===== config.mk =====
export PLATFORM = sky130hd
export DESIGN_NAME = seq_mult_ctrl
export DESIGN_NICKNAME = d
export VERILOG_FILES = /design/src/rtl/seq_mult_ctrl.sv
export SDC_FILE = /design/constraint.sdc
export NUM_CORES = 1
export LEC_CHECK = 0
export BUFFER_PORTS_ARGS = -buffer_cell sky130_fd_sc_hd__buf_2
export CORE_ASPECT_RATIO = 0.75
export CORE_UTILIZATION = 55
export DETAILED_ROUTE_END_ITERATION = 8
export PLACE_DENSITY = 0.91
export REMOVE_ABC_BUFFERS = 1
export SYNTH_ARGS = -nofsm -noshare
export SYNTH_HDL_FRONTEND = slang
export SYNTH_SLANG_ARGS = --single-unit

===== constraint.sdc =====
create_clock -name clk -period 4.35 [get_ports clk]
set_input_delay 0.6525 -clock clk [delete_from_list [all_inputs] [get_ports clk]]
set_output_delay 0.6525 -clock clk [all_outputs]
set_load 0.01 [all_outputs]

===== src/rtl/seq_mult_ctrl.sv =====
// Iterative shift-and-add unsigned multiplier with valid/ready operand
// and product handshakes. One partial-product row is added per clock.
module seq_mult_ctrl #(
  parameter int unsigned N = 4
) (
  input  logic           clk,
  input  logic           rst_n,
  input  logic           in_valid,
  output logic           in_ready,
  input  logic [N-1:0]   a,
  input  logic [N-1:0]   b,
  output logic           out_valid,
  input  logic           out_ready,
  output logic [2*N-1:0] p,
  output logic           busy
);

  localparam int unsigned CW = ($clog2(N) < 1) ? 1 : $clog2(N);
  localparam int unsigned PW = 2 * N;
  localparam logic [CW-1:0] CNT_LAST = CW'(N - 1);

  typedef enum logic [1:0] {
    IDLE = 2'b00,
    RUN  = 2'b01,
    DONE = 2'b10
  } state_t;

  state_t        state_q, state_d;
  logic [N-1:0]  a_q, a_d;
  logic [N-1:0]  b_q, b_d;
  logic [PW-1:0] acc_q, acc_d;
  logic [CW-1:0] cnt_q, cnt_d;
  logic [PW-1:0] pp;

  // Partial-product row selected by the current multiplier bit.
  always_comb begin
    pp = '0;
    if (b_q[cnt_q]) begin
      pp = {{N{1'b0}}, a_q} << cnt_q;
    end
  end

  // Next-state and datapath update; the counter ends on an explicit compare
  // against N-1 so a power-of-two N never relies on counter wrap.
  always_comb begin
    state_d = state_q;
    a_d     = a_q;
    b_d     = b_q;
    acc_d   = acc_q;
    cnt_d   = cnt_q;
    case (state_q)
      IDLE: begin
        if (in_valid) begin
          a_d     = a;
          b_d     = b;
          acc_d   = '0;
          cnt_d   = '0;
          state_d = RUN;
        end
      end
      RUN: begin
        acc_d = acc_q + pp;
        if (cnt_q == CNT_LAST) begin
          cnt_d   = '0;
          state_d = DONE;
        end else begin
          cnt_d = cnt_q + 1'b1;
        end
      end
      DONE: begin
        if (out_ready) begin
          state_d = IDLE;
        end
      end
      default: begin
        state_d = IDLE;
      end
    endcase
  end

  // State and datapath registers with synchronous active-low reset.
  always_ff @(posedge clk) begin
    if (!rst_n) begin
      state_q <= IDLE;
      a_q     <= '0;
      b_q     <= '0;
      acc_q   <= '0;
      cnt_q   <= '0;
    end else begin
      state_q <= state_d;
      a_q     <= a_d;
      b_q     <= b_d;
      acc_q   <= acc_d;
      cnt_q   <= cnt_d;
    end
  end

  // Handshake outputs decode from the state register only.
  always_comb begin
    in_ready  = (state_q == IDLE);
    out_valid = (state_q == DONE);
    busy      = (state_q == RUN) || (state_q == DONE);
    p         = acc_q;
  end

endmodule

==> summary.txt <==
Outcome
  • Run status: complete, no violations

Global routing
  • Initial antenna violation count: 0
  • Total track usage: 23.7%
  • Largest net degree at the start of global routing: 17
  • Vias in the first global route: 1008
  • First-pass GRT wire length: 4330 um
  • Gr ovfl total: 0

CTS
  • CTS H-Tree Depth: 1
  • CTS Buffer Depth: 2
  • Worst-skew pair later-pin latency: 0.31 ns
  • Post-CTS Resized: 0
  • Inserted Clock Buffers: 3
  • Root Buffer: clkbuf_4
  • CTS tree: built
  • # Post-CTS Setup Buffers: 0
  • Clock sinks: 20
  • Worst-path clk slew: 0.12 ns
  • Cts hold-fix bufs: 0

Synth
  • EDFF count, synth: 0
  • Async set-reset flop share out of synthesis: 0%
  • Most common cell in the netlist: dfxtp_1
  • Largest cells by area after synthesis: dfxtp_1, ha_1, a21oi_1
  • Warnings, synthesis: 0
  • Yosys top cell by area: dfxtp_1
  • Cells after synthesis: ~140
  • Top cells by count, synth: dfxtp_1, nand2_1, a21oi_1
  • Syn avg cell area: 8.89 um2
  • Post-synth top area share: roughly a third
  • Most used DFF post-synth: dfxtp_1
  • Synth Register Bits: 20
  • Cell Area, Synth: 1230 um2
  • Post-synth cell types: 38
  • Sequential area share after synthesis: 32.7%

Finish
  • Final nets: 184
  • Fill cells: 175
  • Ant diodes: 0
  • Area Growth Syn to Fin: 12.0%
  • Fraction of layout cells with a size suffix above 1: between 20% and 30%
  • Final Util: 67.0%

Timing
  • Final Hold Fails: 0
  • Achievable Freq: slightly below 0.4 GHz
  • Final period util: 59.7%
  • Final-report max-slew violation count: 0
  • Worst Hold Slack: between 0.4 and 0.5 ns
  • Unrepaired setup endpoints after global routing: false
  • Final setup vio count: 0
  • Setup TNS: 0 ns
  • Worst slew pin tran: 0.495 ns
  • Slew HR: 67.0%
  • Clock Skew: 0.0108 ns
  • Min Clock Period, post-route: 2.60 ns

Floorplanning
  • Core ar.: between 2000 and 2500 um2
  • Full die area: 2420 um2
  • I/O Pins: 23
  • Row cnt: 14
  • Initial Utilization: 59.8%
  • Die Y: 42.9 um
  • Die width: 56.5 um

Drt
  • ANT nets after route: 0
  • Via-to-Cell Ratio: approximately 6
  • DRC: 0
  • DR vias: about 1100
  • Drt wl/cell: 14.7 um
  • 1st-pass router iterations: 4
  • Routed WL: 2680 um
  • Initial DRC count: 31

Pwr
  • Max rail drop VDD: 220 uV
  • Sw Share: 29.9%
  • P_sw: about 0.00012 W
  • Register share of total power: a little over half
  • Power density cells: 284 nW/um2
  • Pleak: roughly 0.6 nW
  • Gate power share: 19.5%
  • Clock power share: 28.1%
  • Int Power: between 0.0002 and 0.0003 W

Min path
  • Min-Delay Endpoint: p[6]$_SDFFE_PN0P_
  • Min-Delay Path Depth: 1
  • Hold Startpoint: p[6]$_SDFFE_PN0P_
  • Min-Delay Path Class: register to register

Critical path
  • RR Endpoint: p[7]$_SDFFE_PN0P_
  • CP arrival: 2.84 ns
  • CP Class: register to register
  • CP Data Required Time: 4.60 ns
  • R2R depth: 7
  • Critical path's slowest cell: dfxtp_1
  • Worst R2R Start: cnt_q[0]$_SDFFE_PN0P_
  • CP max stage delay: 0.63 ns
  • CP cell instances: mux4_2 > and2_1 > ha_1 > o211ai_1 > o21a_1 > a221oi_2 > mux2i_1
  • Reg2Reg Setup Slack: 1.75 ns
  • Element type at the critical path start: register
  • Worst Path Max Fanout: 14
  • CP Capture Type: register

Run
  • Max-Cap Viols: 0

Placed design
  • IO Port Bufs: 22
  • GP Congestion: 0.902
  • Dpl hpwl: 2100 um
placed cells by master, fill, tap and decap left out, drive strengths merged, types with 2 or more instances in the layout:
master / netlist / routed
o2bb2ai: 3 / 3
inv: 7 / 7
mux2i: 3 / 3
clkbuf: 2 / 4
nand2b: 2 / 2
and2: 7 / 7
xnor2: 4 / 4
o211ai: 3 / 3
dfxtp: 20 / 20
nor2: 7 / 7
nand3: 4 / 4
ha: 11 / 11
o21ai: 4 / 4
mux4: 2 / 2
a22oi: 5 / 5
nand2: 20 / 20
nand3b: 2 / 2
a21oi: 15 / 15
buf: 3 / 22
logic make-up (layout without fill, tap and decap cells):
| family | Yosys count | count (layout) | synth area share, % |
|---|---|---|---|
| AOI/OAI and AO/OA | 40 | 40 | 22.7 |
| xor gates and xnor gates | 5 | 5 | 3.57 |
| adders and majority gates | 12 | 12 | 12.9 |
| buffers and inverters | 12 | 33 | 4.49 |
| DFF | 20 | 20 | 32.7 |
| muxes | 5 | 5 | 6.12 |
| and+or+nand+nor | 44 | 44 | 17.7 |
power groups by stage:
stage / sequential (W) / combinational (W) / clock [W]
after CTS: 0.000204 / 0.0000753 / 0.000111
final: 0.000205 / 0.0000760 / 0.000110
after global routing: 0.000206 / 0.0000840 / 0.000119
after floorplan: 0.000205 / 0.0000540 / 0
after detailed placement: 0.000209 / 0.0000749 / 0
after global placement: 0.000207 / 0.0000703 / 0
worst max-delay path, delay by kind of cell (launching register included):
family,cells,cell delay [ns]
multiplexers,2,0.79
AO/OA/AOI/OAI,3,0.59
flip-flops,1,0.63
AND/OR/NAND/NOR,1,0.16
adder cells (fa/ha/maj),1,0.36
registers in the layout (all words and copies together) (netlist names):
| name | cells |
|---|---|
| b_q | 4 |
| p | 8 |
| a_q | 4 |
| cnt_q | 2 |
| state_q | 2 |
stage by stage:
step | std cells | instance area (um2) | setup slack [ns] | power [W]
after global placement | 179 | 1340 | 1.91 | 0.000277
final | 183 | 1370 | 1.75 | 0.000390
after global routing | 183 | 1370 | 1.64 | 0.000409
after CTS | 183 | 1370 | 1.77 | 0.000391
after detailed placement | 179 | 1340 | 1.78 | 0.000283
after floorplan | 133 | 1200 | 1.98 | 0.000259
final cells by class:
| class | count | area, um2 | area share (%) |
|---|---|---|---|
| multi-input cells | 106 | 771 | 56.1 |
| flip-flops and latches | 20 | 400 | 29.1 |
| repair buffers | 22 | 110 | 8.01 |
| clock buffers | 4 | 36.3 | 2.64 |
| well taps | 24 | 30.0 | 2.19 |
| inverters | 7 | 26.3 | 1.91 |
worst max path at each step:
stage | start | endpoint | slack, ns
3_3_place_gp | cnt_q[0]$_SDFFE_PN0P_ | p[7]$_SDFFE_PN0P_ | 1.91
2_1_floorplan | cnt_q[0]$_SDFFE_PN0P_ | p[7]$_SDFFE_PN0P_ | 1.98
5_1_grt | cnt_q[0]$_SDFFE_PN0P_ | p[7]$_SDFFE_PN0P_ | 1.64
4_1_cts | cnt_q[0]$_SDFFE_PN0P_ | p[7]$_SDFFE_PN0P_ | 1.77
6_report | cnt_q[0]$_SDFFE_PN0P_ | p[7]$_SDFFE_PN0P_ | 1.75
3_5_place_dp | cnt_q[0]$_SDFFE_PN0P_ | p[7]$_SDFFE_PN0P_ | 1.78
layer usage:
metal | wire, um | vias to the layer above | track usage [%]
met1 | 1090 | 509 | 27.8
li1 | - | 540 | -
met5 | 0 | - | 0
met3 | 189 | 12 | 6.71
met4 | 73 | 0 | 8.29
met2 | 1340 | 54 | 41.6
Power figures use the tool's default switching activity.
